## config.mk

```make
export PLATFORM = sky130hd
export DESIGN_NAME = ram_port_arbiter
export DESIGN_NICKNAME = d
export VERILOG_FILES = /design/src/rtl/ram_port_arbiter_pkg.sv /design/src/rtl/ram_port_arbiter_rr_arb2.sv /design/src/rtl/ram_port_arbiter.sv
export SDC_FILE = /design/constraint.sdc
export NUM_CORES = 1
export LEC_CHECK = 0
export CORE_MARGIN = 2
export CORE_UTILIZATION = 40
export CTS_CLUSTER_SIZE = 14
export DETAILED_ROUTE_END_ITERATION = 10
export HOLD_SLACK_MARGIN = 0.15
export PLACE_DENSITY = 0.79
export SYNTH_ARGS = -nofsm -noshare
export SYNTH_HDL_FRONTEND = slang
export SYNTH_SLANG_ARGS = --single-unit
```

## constraint.sdc

```tcl
create_clock -name clk -period 1.85 [get_ports clk]
set_input_delay 0.555 -clock clk [delete_from_list [all_inputs] [get_ports clk]]
set_output_delay 0.555 -clock clk [all_outputs]
set_load 0.03 [all_outputs]
```

## src/rtl/ram_port_arbiter_pkg.sv

```systemverilog
// rtl/ram_port_arbiter_pkg.sv - shared types and constants for the RAM port arbiter
package ram_port_arbiter_pkg;

    typedef enum logic [1:0] {
        ST_IDLE  = 2'd0,
        ST_ISSUE = 2'd1,
        ST_WAIT  = 2'd2,
        ST_DONE  = 2'd3
    } state_e;

    typedef enum logic {
        OWN_CPU = 1'b0,
        OWN_LD  = 1'b1
    } owner_e;

    localparam int RD_LAT_MIN = 1;
    localparam int RD_LAT_MAX = 4;

endpackage

```

## src/rtl/ram_port_arbiter_rr_arb2.sv

```systemverilog
// rtl/ram_port_arbiter_rr_arb2.sv - two-way round-robin picker; LD_PRIORITY_EN makes the loader win ties
module rr_arb2
    import ram_port_arbiter_pkg::*;
(
    input  logic   clk,
    input  logic   rst,
    input  logic   cpu_req_i,
    input  logic   ld_req_i,
    input  logic   update_i,
    output logic   any_o,
    output owner_e win_o
);

    // Port that wins the next tie; starts at the CPU.
    owner_e ptr_q;

    assign any_o = cpu_req_i | ld_req_i;

    // Choose the winner from the current requests.
    always_comb begin
        win_o = OWN_CPU;
`ifdef LD_PRIORITY_EN
        if (ld_req_i) begin
            win_o = OWN_LD;
        end
`else
        if (cpu_req_i && ld_req_i) begin
            win_o = ptr_q;
        end else if (ld_req_i) begin
            win_o = OWN_LD;
        end
`endif
    end

    // After each grant the other port is favoured on the next tie.
    always_ff @(posedge clk or negedge rst) begin
        if (!rst) begin
            ptr_q <= OWN_CPU;
        end else if (update_i) begin
            ptr_q <= (win_o == OWN_CPU) ? OWN_LD : OWN_CPU;
        end
    end

endmodule

```

## src/rtl/ram_port_arbiter.sv

```systemverilog
// rtl/ram_port_arbiter.sv - shares one single-port RAM between CPU fetch and host loader; option LD_PRIORITY_EN
module ram_port_arbiter
    import ram_port_arbiter_pkg::*;
#(
    parameter int AW     = 16,
    parameter int DW     = 16,
    parameter int RD_LAT = 1
) (
    input  logic          clk,
    input  logic          rst,
    input  logic          cpu_req,
    input  logic [AW-1:0] cpu_addr,
    output logic          cpu_gnt,
    output logic [DW-1:0] cpu_rdata,
    output logic          cpu_valid,
    input  logic          ld_req,
    input  logic          ld_we,
    input  logic [AW-1:0] ld_addr,
    input  logic [DW-1:0] ld_wdata,
    output logic          ld_gnt,
    output logic [DW-1:0] ld_rdata,
    output logic          ld_valid,
    output logic          ram_cs,
    output logic          ram_we,
    output logic [AW-1:0] ram_addr,
    output logic [DW-1:0] ram_wdata,
    input  logic [DW-1:0] ram_rdata
);

    localparam int CW = $clog2(RD_LAT) + 1;
    // WAIT holds for RD_LAT-1 cycles: load RD_LAT-2 and leave when the count hits zero.
    localparam logic [CW-1:0] WAIT_INIT = CW'((RD_LAT > 1) ? (RD_LAT - 2) : 0);

    if (RD_LAT < RD_LAT_MIN || RD_LAT > RD_LAT_MAX) begin : g_rd_lat_range
        $error("ram_port_arbiter: RD_LAT must be within 1..4");
    end

    state_e          state_q;
    owner_e          owner_q;
    logic [CW-1:0]   cnt_q;
    logic            cpu_gnt_q;
    logic            cpu_valid_q;
    logic [DW-1:0]   cpu_rdata_q;
    logic            ld_gnt_q;
    logic            ld_valid_q;
    logic [DW-1:0]   ld_rdata_q;
    logic            ram_cs_q;
    logic            ram_we_q;
    logic [AW-1:0]   ram_addr_q;
    logic [DW-1:0]   ram_wdata_q;

    logic            arb_any;
    owner_e          arb_win;
    logic            arb_update;

    // Requests only matter in IDLE, so the pointer moves only on a real grant.
    assign arb_update = (state_q == ST_IDLE) && arb_any;

    rr_arb2 u_rr_arb2 (
        .clk       (clk),
        .rst       (rst),
        .cpu_req_i (cpu_req),
        .ld_req_i  (ld_req),
        .update_i  (arb_update),
        .any_o     (arb_any),
        .win_o     (arb_win)
    );

    // Access sequencer: arbitrate, issue one RAM access, wait out the latency, return data.
    always_ff @(posedge clk or negedge rst) begin
        if (!rst) begin
            state_q     <= ST_IDLE;
            owner_q     <= OWN_CPU;
            cnt_q       <= '0;
            cpu_gnt_q   <= 1'b0;
            cpu_valid_q <= 1'b0;
            cpu_rdata_q <= '0;
            ld_gnt_q    <= 1'b0;
            ld_valid_q  <= 1'b0;
            ld_rdata_q  <= '0;
            ram_cs_q    <= 1'b0;
            ram_we_q    <= 1'b0;
            ram_addr_q  <= '0;
            ram_wdata_q <= '0;
        end else begin
            cpu_gnt_q   <= 1'b0;
            ld_gnt_q    <= 1'b0;
            ram_cs_q    <= 1'b0;
            cpu_valid_q <= 1'b0;
            ld_valid_q  <= 1'b0;
            case (state_q)
                ST_IDLE: begin
                    if (arb_any) begin
                        state_q  <= ST_ISSUE;
                        owner_q  <= arb_win;
                        ram_cs_q <= 1'b1;
                        if (arb_win == OWN_LD) begin
                            ld_gnt_q    <= 1'b1;
                            ram_we_q    <= ld_we;
                            ram_addr_q  <= ld_addr;
                            ram_wdata_q <= ld_wdata;
                        end else begin
                            // The fetch port is read-only; ram_wdata keeps its last value.
                            cpu_gnt_q  <= 1'b1;
                            ram_we_q   <= 1'b0;
                            ram_addr_q <= cpu_addr;
                        end
                    end
                end
                ST_ISSUE: begin
                    if (ram_we_q || RD_LAT == 1) begin
                        state_q <= ST_DONE;
                    end else begin
                        state_q <= ST_WAIT;
                        cnt_q   <= WAIT_INIT;
                    end
                end
                ST_WAIT: begin
                    if (cnt_q == '0) begin
                        state_q <= ST_DONE;
                    end else begin
                        cnt_q <= cnt_q - CW'(1);
                    end
                end
                ST_DONE: begin
                    state_q <= ST_IDLE;
                    if (owner_q == OWN_LD) begin
                        ld_valid_q <= 1'b1;
                        if (!ram_we_q) begin
                            ld_rdata_q <= ram_rdata;
                        end
                    end else begin
                        cpu_valid_q <= 1'b1;
                        cpu_rdata_q <= ram_rdata;
                    end
                end
                default: state_q <= ST_IDLE;
            endcase
        end
    end

    assign cpu_gnt   = cpu_gnt_q;
    assign cpu_valid = cpu_valid_q;
    assign cpu_rdata = cpu_rdata_q;
    assign ld_gnt    = ld_gnt_q;
    assign ld_valid  = ld_valid_q;
    assign ld_rdata  = ld_rdata_q;
    assign ram_cs    = ram_cs_q;
    assign ram_we    = ram_we_q;
    assign ram_addr  = ram_addr_q;
    assign ram_wdata = ram_wdata_q;

endmodule

```

Word level (Yosys, flattened, before mapping)
Index checks and enable logic that the tools add are counted.

Output and inout bits: 70. Logic and storage cells: 51. Bits in registers: 75. Input port bits: 69.

Reductions and logical operators: 8. $add $sub $neg: 1. Multiplexer cells: 20. Bitwise logic cells: 3. Equal/unequal tests: 5.

Operators by type and width (count): $mux 1 (16); $mux 16 (1); $pmux 2 s4 (1); $reduce_and 2->1 (3); $reduce_and 3->1 (2); $eq 2x2->1 const B (2); $mux 2 (2); $ne 2x2->1 const B (2); $eq 2x1->1 const B (1); $logic_and 1x1->1 (2); $logic_not 2->1 (1); $not 1->1 (2); $or 1x1->1 (1); $sub 1x1->1 const B (1).

Depth between registers and ports, before layout
Gate-level depths: netlist of run 1.

Word-level depth: 5. Depth in mapped cells: 6. Gate-level depth less buffers: 5.

Modules after synthesis
A second synthesis of run 1 with hierarchy kept.

Cells, all modules: 208. Area, all modules: 3141.8 um2.

Modules (own cells, without submodules): ram_port_arbiter (sequential area each 1826.8 um2, cells each 202, area each 3079.2 um2, times used 1); rr_arb2 (sequential area each 25.0 um2, cells each 6, area each 62.6 um2, times used 1).

Worst setup path before layout of run 1
Ideal clock, no wire load.

Path type: register to register. Start: reg state_q[0]. End: reg ram_wdata_q[10] (netlist: ram_wdata[10]). Path buffers: 1. Clock period less this slack: 1557 ps. Path slack: 293 ps. Required time: 1723 ps. Setup time: 127 ps. Cell stages (with the launch flop): 7. Arrival time: 1430 ps. Cell sequence: dfrtp_1 -> inv_1 -> ha_1 -> nand2_1 -> a21oi_4 -> buf_6 -> mux2_1.

Cells in the longest elaborated chain, start to end: 2.

Ends and longest elaborated chain: start: declaration (RTL line ram_port_arbiter.sv:38) `state_e state_q;`; start signal: assignment (RTL line ram_port_arbiter.sv:72) `state_q <= ST_IDLE;`; start signal: assignment (RTL line ram_port_arbiter.sv:94) `state_q <= ST_ISSUE;`; start signal: assignment (RTL line ram_port_arbiter.sv:112) `state_q <= ST_DONE;`; $logic_not 2->1 (RTL line ram_port_arbiter.sv:91) `case (state_q)`; $reduce_and 3->1 (no source line); end signal: assignment (RTL line ram_port_arbiter.sv:101) `ram_wdata_q <= ld_wdata;`; end: declaration (RTL line ram_port_arbiter.sv:50) `logic [DW-1:0] ram_wdata_q;`.

No other way between the ends. A chain may end at the register's enable or synchronous reset.

Worst setup path in the final report of run 1
Start: reg ram_addr_q[0] (netlist: ram_addr[0]). End: out ram_addr[0].

RTL lines: start: declaration (RTL line ram_port_arbiter.sv:49) `logic [AW-1:0] ram_addr_q;`; start signal: assignment (RTL line ram_port_arbiter.sv:100) `ram_addr_q <= ld_addr;`; start signal: assignment (RTL line ram_port_arbiter.sv:106) `ram_addr_q <= cpu_addr;`; end: declaration (RTL line ram_port_arbiter.sv:25) `output logic [AW-1:0] ram_addr,`.

No word-level cell between the ends.

==> impl_metrics.tcl, run 1 <==
set metrics [dict create \
    status "complete, no violations" \
    yosys_warnings 0 \
    first_pass_iters 4 \
    syn_nets 257 \
    ys_seq_elements 74 \
    synth-seq-area-share 0.6418 \
    grt_start_max_net_pins 75 \
    synth_edf_count 0 \
    num_rows 30 \
    crit_type "reg2out" \
    powerDensity_mw_per_mm2 1802 \
    drt-initial-drc-count 55 \
    area_growth_pct 59.80 \
    synth_common_cells "dfrtp_1 (74), mux2_2 (38), a221o_1 (16), and2_1 (16), mux2_1 (11)" \
    hold_class "in2async" \
    ys.flop_type "dfrtp_1" \
    via_count 2062 \
    postRouteAntennaNets 0 \
    vias_per_cell 4.676 \
    cts_made_buffers 9 \
    async_flop_share 1.000 \
    clock_sinks 74 \
    netlist_area_sq_mm 0.002885 \
    setup_viol 0 \
    grt_pass1_vias 2216 \
    routedWlPerCell_microns 14.88 \
    start_util 0.4200 \
    fmax_mhz 599.4 \
    cts_setup_buffers 0 \
    cts_hold_buffers 0 \
    critPathSlowestCell "dlygate4sd2_1" \
    synth.avg_cell_area_sq_um 15.60 \
    synth.most_common_cell "dfrtp_1" \
    finalCritPeriodShare 0.9018 \
    hold_violations 0 \
    nets 412 \
    setup_tns_ns 0 \
    cp_cell_sequence "dlygate4sd2_1" \
    tritoncts "built" \
    die-area_sq_mm 0.007909 \
    grt_setup_unrepaired "no" \
    portBuffers 138 \
    cp.required_ns 1.29 \
    crit_arrival_ns 1.11 \
    place.gp.congestion 0.7628 \
    drv_slew 0 \
    cts_root_buf "clkbuf_8" \
    synth_top_cell_area_share 0.6418 \
    ys_types 23 \
    synth_top_area_cell "dfrtp_1" \
    fillers 562 \
    ios 139 \
    period_needed_ns 1.668 \
    place_area_sq_mm 0.004493 \
    drc 0 \
    tightest_slew_ns 0.3870 \
    hpwl_microns 4828 \
    leakagePower_nw 2.127 \
    end_kind "output pin" \
    critPathBufInv 1 \
    maxCapViolCount 0 \
    cp_top_family "buffers and inverters" \
    num_antenna_cells 0 \
    hold_slack_ns 0.2280 \
    cts_buffer_depth 2 \
    clkSlewWorstSetupHoldPaths_ns 0.07 \
    htreeDepth 3 \
    core_area_sq_mm 0.006869 \
    grt_use_total 0.1767 \
    slew_headroom 0.7420 \
    design_area_sq_mm 0.004611 \
    grt_pass1_wl_microns 10520 \
    vdd_ir_drop_max_v 0.001137 \
    post_cts_resized 70 \
    worstPathMaxFanout 2 \
    clock-skew-final_ns 0.005020 \
    drt-total-wl_microns 6564 \
    worst_path_largest_cell_delay_ns 0.43 \
    die_w_microns 88.93 \
    grt.overflow.total 0 \
    drive_gt1_frac 0.2087 \
    start_kind "register" \
    clock_latency_ns 0.33 \
    chipHeight_microns 88.93 \
    antenna_found_initial 0 \
    synthTopCellsByArea "dfrtp_1 (64%), mux2_2 (15%), a221o_1 (5.6%)" \
    final_util 0.6712 \
    syn_inst 185 \
]
-- per-stage QoR --
step           total power [mW]  worst slack (ns)  std cells
2_1_floorplan             5.595            0.2926        185
3_3_place_gp              7.599           -0.1180        425
3_5_place_dp              7.700           -0.1535        425
4_1_cts                   8.423            0.1557        441
5_1_grt                   8.831            0.1025        441
6_report                  8.307            0.1817        441
-- placed cells by master (no fill, tap or decap), types with 2 or more instances in the layout --
cell / synthesis / final
mux2_2: 38 / 38
buf_4: 3 / 12
inv_1: 4 / 4
clkdlybuf4s50_1: 0 / 67
buf_12: 0 / 5
a221o_1: 16 / 16
clkbuf_8: 0 / 11
mux2_1: 11 / 11
dlygate4sd2_1: 0 / 70
nand2_1: 2 / 2
clkinvlp_4: 0 / 2
ha_1: 3 / 3
dfrtp_1: 74 / 74
and2_1: 16 / 16
-- layer usage --
metal  track usage  part of all wire
met5             0                 0
met4       0.07463             0.016
met3       0.04986             0.076
met2        0.2904              0.47
met1        0.2208              0.43
-- power breakdown --
part / leakage, nW / internal [mW] / switching, mW
Sequential: 0.889 / 2.42 / 0.360
Clock: 0.0986 / 0.695 / 0.556
Combinational: 1.14 / 1.81 / 2.47
-- state kept, by name (all words and copies together), names as in the netlist --
name and cells:
cpu_rdata 16, ld_rdata 16, ram_addr 16, ram_wdata 16, state_q 2, cpu_gnt 1, cpu_valid 1, ld_gnt 1
ld_valid 1, owner_q 1, ram_cs 1, ram_we 1, u_rr_arb2.ptr_q 1
-- logic make-up (layout without fill, tap and decap cells) --
group	Yosys count	in the layout	share of synthesized area
and+or+nand+nor	22	22	0.04641
buffers and inverters	14	174	0.03079
DFF	74	74	0.6418
muxes	50	50	0.1947
AOI/OAI and AO/OA	22	22	0.07329
adders and majority gates	3	3	0.01301
-- worst paths after layout --
| kind | startpoint | to | slack (ns) | cells past startpoint |
|---|---|---|---|---|
| worst max-delay path | ram_addr[0] | ram_addr[0] | 0.18 | 1 |
| worst min-delay path | rst | ram_addr[12] | 0.23 | 2 |
| worst max register to register | state_q[0] | ram_wdata[8] | 0.20 | 6 |
| worst min register to register | ram_wdata[9] | ram_wdata[9] | 0.48 | 1 |
| max in group asynchronous | rst | ld_rdata[13] | 1.31 | 2 |
| min in group clk | ram_wdata[9] | ram_wdata[9] | 0.48 | 1 |
-- cell type report --
cell class / count / area (sq um) / area share
Inverter: 4 / 15.01 / 0.003256
Clock buffer: 12 / 155.1 / 0.03365
Clock inverter: 4 / 50.05 / 0.01085
Multi-Input combinational cell: 97 / 944.7 / 0.2049
Tap cell: 96 / 120.1 / 0.02605
Timing Repair Buffer: 154 / 1474 / 0.3197
Sequential cell: 74 / 1852 / 0.4016
Power figures use the tool's default switching activity.
==> inputs of run 2 (changes only) <==
SETUP_SLACK_MARGIN = 0.3   (was unset)
==> impl_metrics.tcl, run 2 (same netlist as run 1, synthesis figures left out) <==
set metrics [dict create \
    status "complete, no violations" \
    vias_per_cell 4.863 \
    postRouteAntennaNets 0 \
    clock-skew-final_ns 0.007471 \
    cts_buffer_depth 2 \
    die-area_sq_mm 0.007909 \
    num_rows 30 \
    antenna_found_initial 0 \
    placed_cells 422 \
    powerDensity_mw_per_mm2 1910 \
    grt.overflow.total 0 \
    tritoncts "built" \
    grt_use_total 0.1940 \
    seqCellArea_sq_mm 0.001852 \
    nets 423 \
    final_cell_mix "dfrtp_1 (74), buf_2 (70), clkdlybuf4s50_1 (65), mux2_4 (32), mux2_2 (17)" \
    grt_start_max_net_pins 33 \
    hold_class "reg2reg" \
    hpwl_microns 4910 \
    grt_setup_unrepaired "yes" \
    fillers 513 \
    hold_violations 0 \
    fmax_mhz 629.0 \
    r2r_slack_ns 0.26 \
    crit_arrival_ns 1.82 \
    critPathSlowestCell "dfrtp_1" \
    slew_headroom 0.7215 \
    start_kind "register" \
    die_w_microns 88.93 \
    setup_viol 0 \
    grt_pass1_wl_microns 11230 \
    leakagePower_nw 2.265 \
    multi_input_area_sq_mm 0.001109 \
    setup_tns_ns 0 \
    worstPathMaxFanout 8 \
    worst_path_largest_cell_delay_ns 0.39 \
    via_count 2193 \
    drive_gt1_frac 0.4845 \
    core_area_sq_mm 0.006869 \
    drc 0 \
    place.gp.congestion 0.7134 \
    chipHeight_microns 88.93 \
    first_pass_iters 4 \
    finalCritPeriodShare 0.8593 \
    drt-initial-drc-count 60 \
    crit_type "reg2reg" \
    cp_cell_sequence "inv_2 -> ha_4 -> nand2_2 -> a21oi_4 -> buf_12 -> buf_12 -> buf_12 -> a221o_1" \
    area_growth_pct 64.35 \
    cts_root_buf "clkbuf_8" \
    stdcell_count 451 \
    num_antenna_cells 0 \
    drv_slew 0 \
    start_util 0.4200 \
    htreeDepth 3 \
    period_needed_ns 1.590 \
    clock_sinks 74 \
    ios 139 \
    maxCapViolCount 0 \
    cts_made_buffers 9 \
    crit_top_cell "buf_12" \
    cp.required_ns 2.08 \
    portBuffers 138 \
    mostFrequentLayoutCell "dfrtp_1" \
    tightest_slew_ns 0.4177 \
    clkSlewWorstSetupHoldPaths_ns 0.07 \
    clock_latency_ns 0.34 \
    grt_pass1_vias 2234 \
    end_kind "register" \
    vdd_ir_drop_max_v 0.001012 \
    routedWlPerCell_microns 16.89 \
    drt-total-wl_microns 7617 \
]
==> run 2: cell types whose count changed in the layout (fill, tap and decap cells not counted), moves of 3 or more <==
cell / change
mux2_4: +32
buf_16: +3
dlygate4sd2_1: -68
mux2_2: -21
buf_2: +70
buf_6: +6
buf_12: +3
mux2_1: -11
buf_4: -3
==> run 2: worst max-delay path, delay by kind of cell (launching register included) <==
kind	cells	cell delay, ns
AND/OR/NAND/NOR	1	0.08
flip-flops	1	0.39
buffers and inverters	4	0.47
AO/OA/AOI/OAI	2	0.35
adder cells (fa/ha/maj)	1	0.17
==> run 2: metrics by stage <==
stage	total power [mW]	setup slack, ns	instance area [sq um]	hold WS [ns]	utilization
after floorplan	5.597	0.3003	2888	0.2594	-
after global routing	9.532	0.2056	4742	0.5116	0.6903
final	9.058	0.2603	4742	0.5055	0.6903
after detailed placement	7.676	-0.1822	4473	0.4740	0.6512
after global placement	7.578	-0.1503	4473	0.4699	0.6512
after CTS	8.787	0.2384	4607	0.4878	0.6707
==> run 2: repair_timing <==
item / 4_1_cts / 5_1_grt
pin swaps: 8 / 9
gates cloned: 3 / 1
hold buffers: 1 / 0
hold endpoints to repair: 29 / 0
setup buffers: 7 / 2
resized for setup: 370 / 37
endpoints found under the setup margin: 101 / 67
==> run 2: cell type report <==
cell class / count / area share
inverter: 4 / 0.003166
timing repair buffer: 165 / 0.2997
clock inverter: 4 / 0.01557
clock buffer: 11 / 0.03193
multi-input combinational: 97 / 0.2338
sequential: 74 / 0.3905
tap: 96 / 0.02533
==> run 2: where the power goes <==
part | total (mW) | switching, mW | internal, mW
registers | 2.81 | 0.395 | 2.42
logic | 4.84 | 2.67 | 2.17
clock network | 1.41 | 0.578 | 0.828
total | 9.06 | 3.65 | 5.41
==> run 2: per-layer routing <==
layer	track usage	wire length, microns	up-vias
met5	0	0	-
met4	0.06242	57	0
met3	0.05725	580	7
met2	0.3182	3693	87
met1	0.2495	3287	1102
li1	-	-	997
==> run 2: final timing paths <==
check,endpoint,cells past startpoint,start
worst max-delay path,ram_addr[9],8,state_q[0]
worst min-delay path,cpu_rdata[13],1,cpu_rdata[13]
worst max register to register,ram_addr[9],8,state_q[0]
worst min register to register,cpu_rdata[13],1,cpu_rdata[13]
max in group asynchronous,cpu_rdata[2],3,rst
min in group asynchronous,ram_wdata[4],2,rst
==> inputs of run 3 (changes only) <==
CAP_MARGIN = 5   (was unset)
CORE_UTILIZATION = 42   (was 40)
CTS_BUF_LIST = sky130_fd_sc_hd__clkbuf_8   (was unset)
PLACE_DENSITY = 0.82   (was 0.79)
==> impl_metrics.tcl, run 3 (same netlist as run 1, synthesis figures left out) <==
set metrics [dict create \
    status "complete, no violations" \
    cts_made_buffers 9 \
    htreeDepth 3 \
    die_w_microns 86.89 \
    design_area_sq_mm 0.004522 \
    num_rows 30 \
    fmax_mhz 618.1 \
    nets 419 \
    cp_cell_sequence "inv_2 -> ha_4 -> nand2_4 -> a21oi_4 -> buf_12 -> buf_16 -> mux2_1" \
    chipHeight_microns 86.89 \
    place.gp.congestion 0.7424 \
    grt_start_max_net_pins 75 \
    placed_cells 405 \
    crit_arrival_ns 1.84 \
    clock_sinks 74 \
    powerDensity_mw_per_mm2 1895 \
    worst_path_largest_cell_delay_ns 0.41 \
    hold_class "in2async" \
    core_area_sq_mm 0.006719 \
    maxCapViolCount 0 \
    clock-skew-final_ns 0.007955 \
    hpwl_microns 4842 \
    start_kind "register" \
    worstPathMaxFanout 8 \
    leakagePower_nw 2.119 \
    tritoncts "built" \
    grt_pass1_wl_microns 11100 \
    num_antenna_cells 0 \
    cts_hold_buffers 0 \
    first_pass_iters 4 \
    place_area_sq_mm 0.004433 \
    hold_violations 0 \
    clkSlewWorstSetupHoldPaths_ns 0.08 \
    drv_slew 0 \
    vdd_ir_drop_max_v 0.0009309 \
    via_count 2144 \
    cts_root_buf "clkbuf_8" \
    vias_per_cell 4.974 \
    slew_headroom 0.7430 \
    antenna_found_initial 0 \
    final_cell_mix "dfrtp_1 (74), buf_2 (69), clkdlybuf4s50_1 (65), mux2_2 (36), a221o_1 (16)" \
    tightest_slew_ns 0.3855 \
    drc 0 \
    die-area_sq_mm 0.007549 \
    cp.required_ns 2.07 \
    grt_setup_unrepaired "yes" \
    drt-total-wl_microns 7365 \
    postRouteAntennaNets 0 \
    mostFrequentLayoutCell "dfrtp_1" \
    grt_use_total 0.1935 \
    routedWlPerCell_microns 17.09 \
    clock_latency_ns 0.33 \
    portBuffers 138 \
    ios 139 \
    cts_buffer_depth 2 \
    grt_pass1_vias 2225 \
    area_growth_pct 56.72 \
    drt-initial-drc-count 40 \
    end_kind "register" \
    stdcell_count 431 \
    grt.overflow.total 0 \
    critPathSlowestCell "dfrtp_1" \
    finalCritPeriodShare 0.8745 \
    period_needed_ns 1.618 \
    crit_type "reg2reg" \
    drive_gt1_frac 0.4701 \
    start_util 0.4294 \
    setup_viol 0 \
]
-- run 3: cell count changes in the layout (fill, tap and decap cells not counted), sizes merged --
cell,previous run,this run
buf,97,92
bufinv,2,1
clkbuf,11,12
clkinv,1,2
clkinvlp,0,2
dlygate4sd3,1,0
inv,5,4
-- run 3: critical path: cells and delay by family, from the launching register on --
family          cells  cell delay (ns)
compound gates      1             0.21
fa+ha+maj           1             0.15
buf+inv             3             0.37
flops               1             0.41
mux                 1             0.31
simple gates        1             0.06
-- run 3: cell type report --
type	count	area (sq um)
tap	80	100.1
inverter	4	15.01
timing repair buffer	161	1333
sequential	74	1852
clock buffer	10	137.6
multi-input combinational	97	1030
clock inverter	5	55.05
fill	518	2197
-- run 3: timing repair --
action	4_1_cts	5_1_grt
gates resized for setup	348	31
pin swaps	1	3
gates cloned	2	1
endpoints found under the setup margin	104	67
buffers inserted	5	3
-- run 3: routing by layer --
| metal | GRT usage | wire length [microns] | vias to the layer above |
|---|---|---|---|
| li1 | - | - | 988 |
| met1 | 0.2444 | 3126 | 1055 |
| met2 | 0.3164 | 3672 | 91 |
| met3 | 0.05118 | 462 | 10 |
| met4 | 0.07813 | 104 | 0 |
| met5 | 0 | 0 | - |
-- run 3: final timing paths --
| path | startpoint | endpoint | slack, ns | depth (start not counted) |
|---|---|---|---|---|
| max | state_q[1] | ram_wdata[12] | 0.23 | 7 |
| min | rst | cpu_rdata[11] | 0.21 | 2 |
| max reg2reg | state_q[1] | ram_wdata[12] | 0.23 | 7 |
| min reg2reg | ram_wdata[5] | ram_wdata[5] | 0.49 | 1 |
| max in group asynchronous | rst | cpu_rdata[10] | 1.31 | 2 |
| min in group clk | ram_wdata[5] | ram_wdata[5] | 0.49 | 1 |
-- run 3: per-stage QoR --
step / hold slack [ns] / utilization / total power [mW] / setup TNS, ns / worst slack, ns
finish: 0.2104 / 0.6730 / 8.567 / 0 / 0.2322
global route: 0.2426 / 0.6730 / 9.038 / 0 / 0.2026
CTS: 0.2304 / 0.6588 / 8.362 / 0 / 0.2288
detailed placement: 0.4775 / 0.6598 / 7.674 / -4.386 / -0.1580
global placement: 0.4683 / 0.6598 / 7.559 / -3.225 / -0.1276
floorplan: 0.2594 / - / 5.597 / 0 / 0.3003
-- run 3: power breakdown --
group	total [mW]	switching, mW	internal (mW)
sequential	2.79	0.379	2.42
clock	1.22	0.570	0.648
combinational	4.56	2.62	1.94
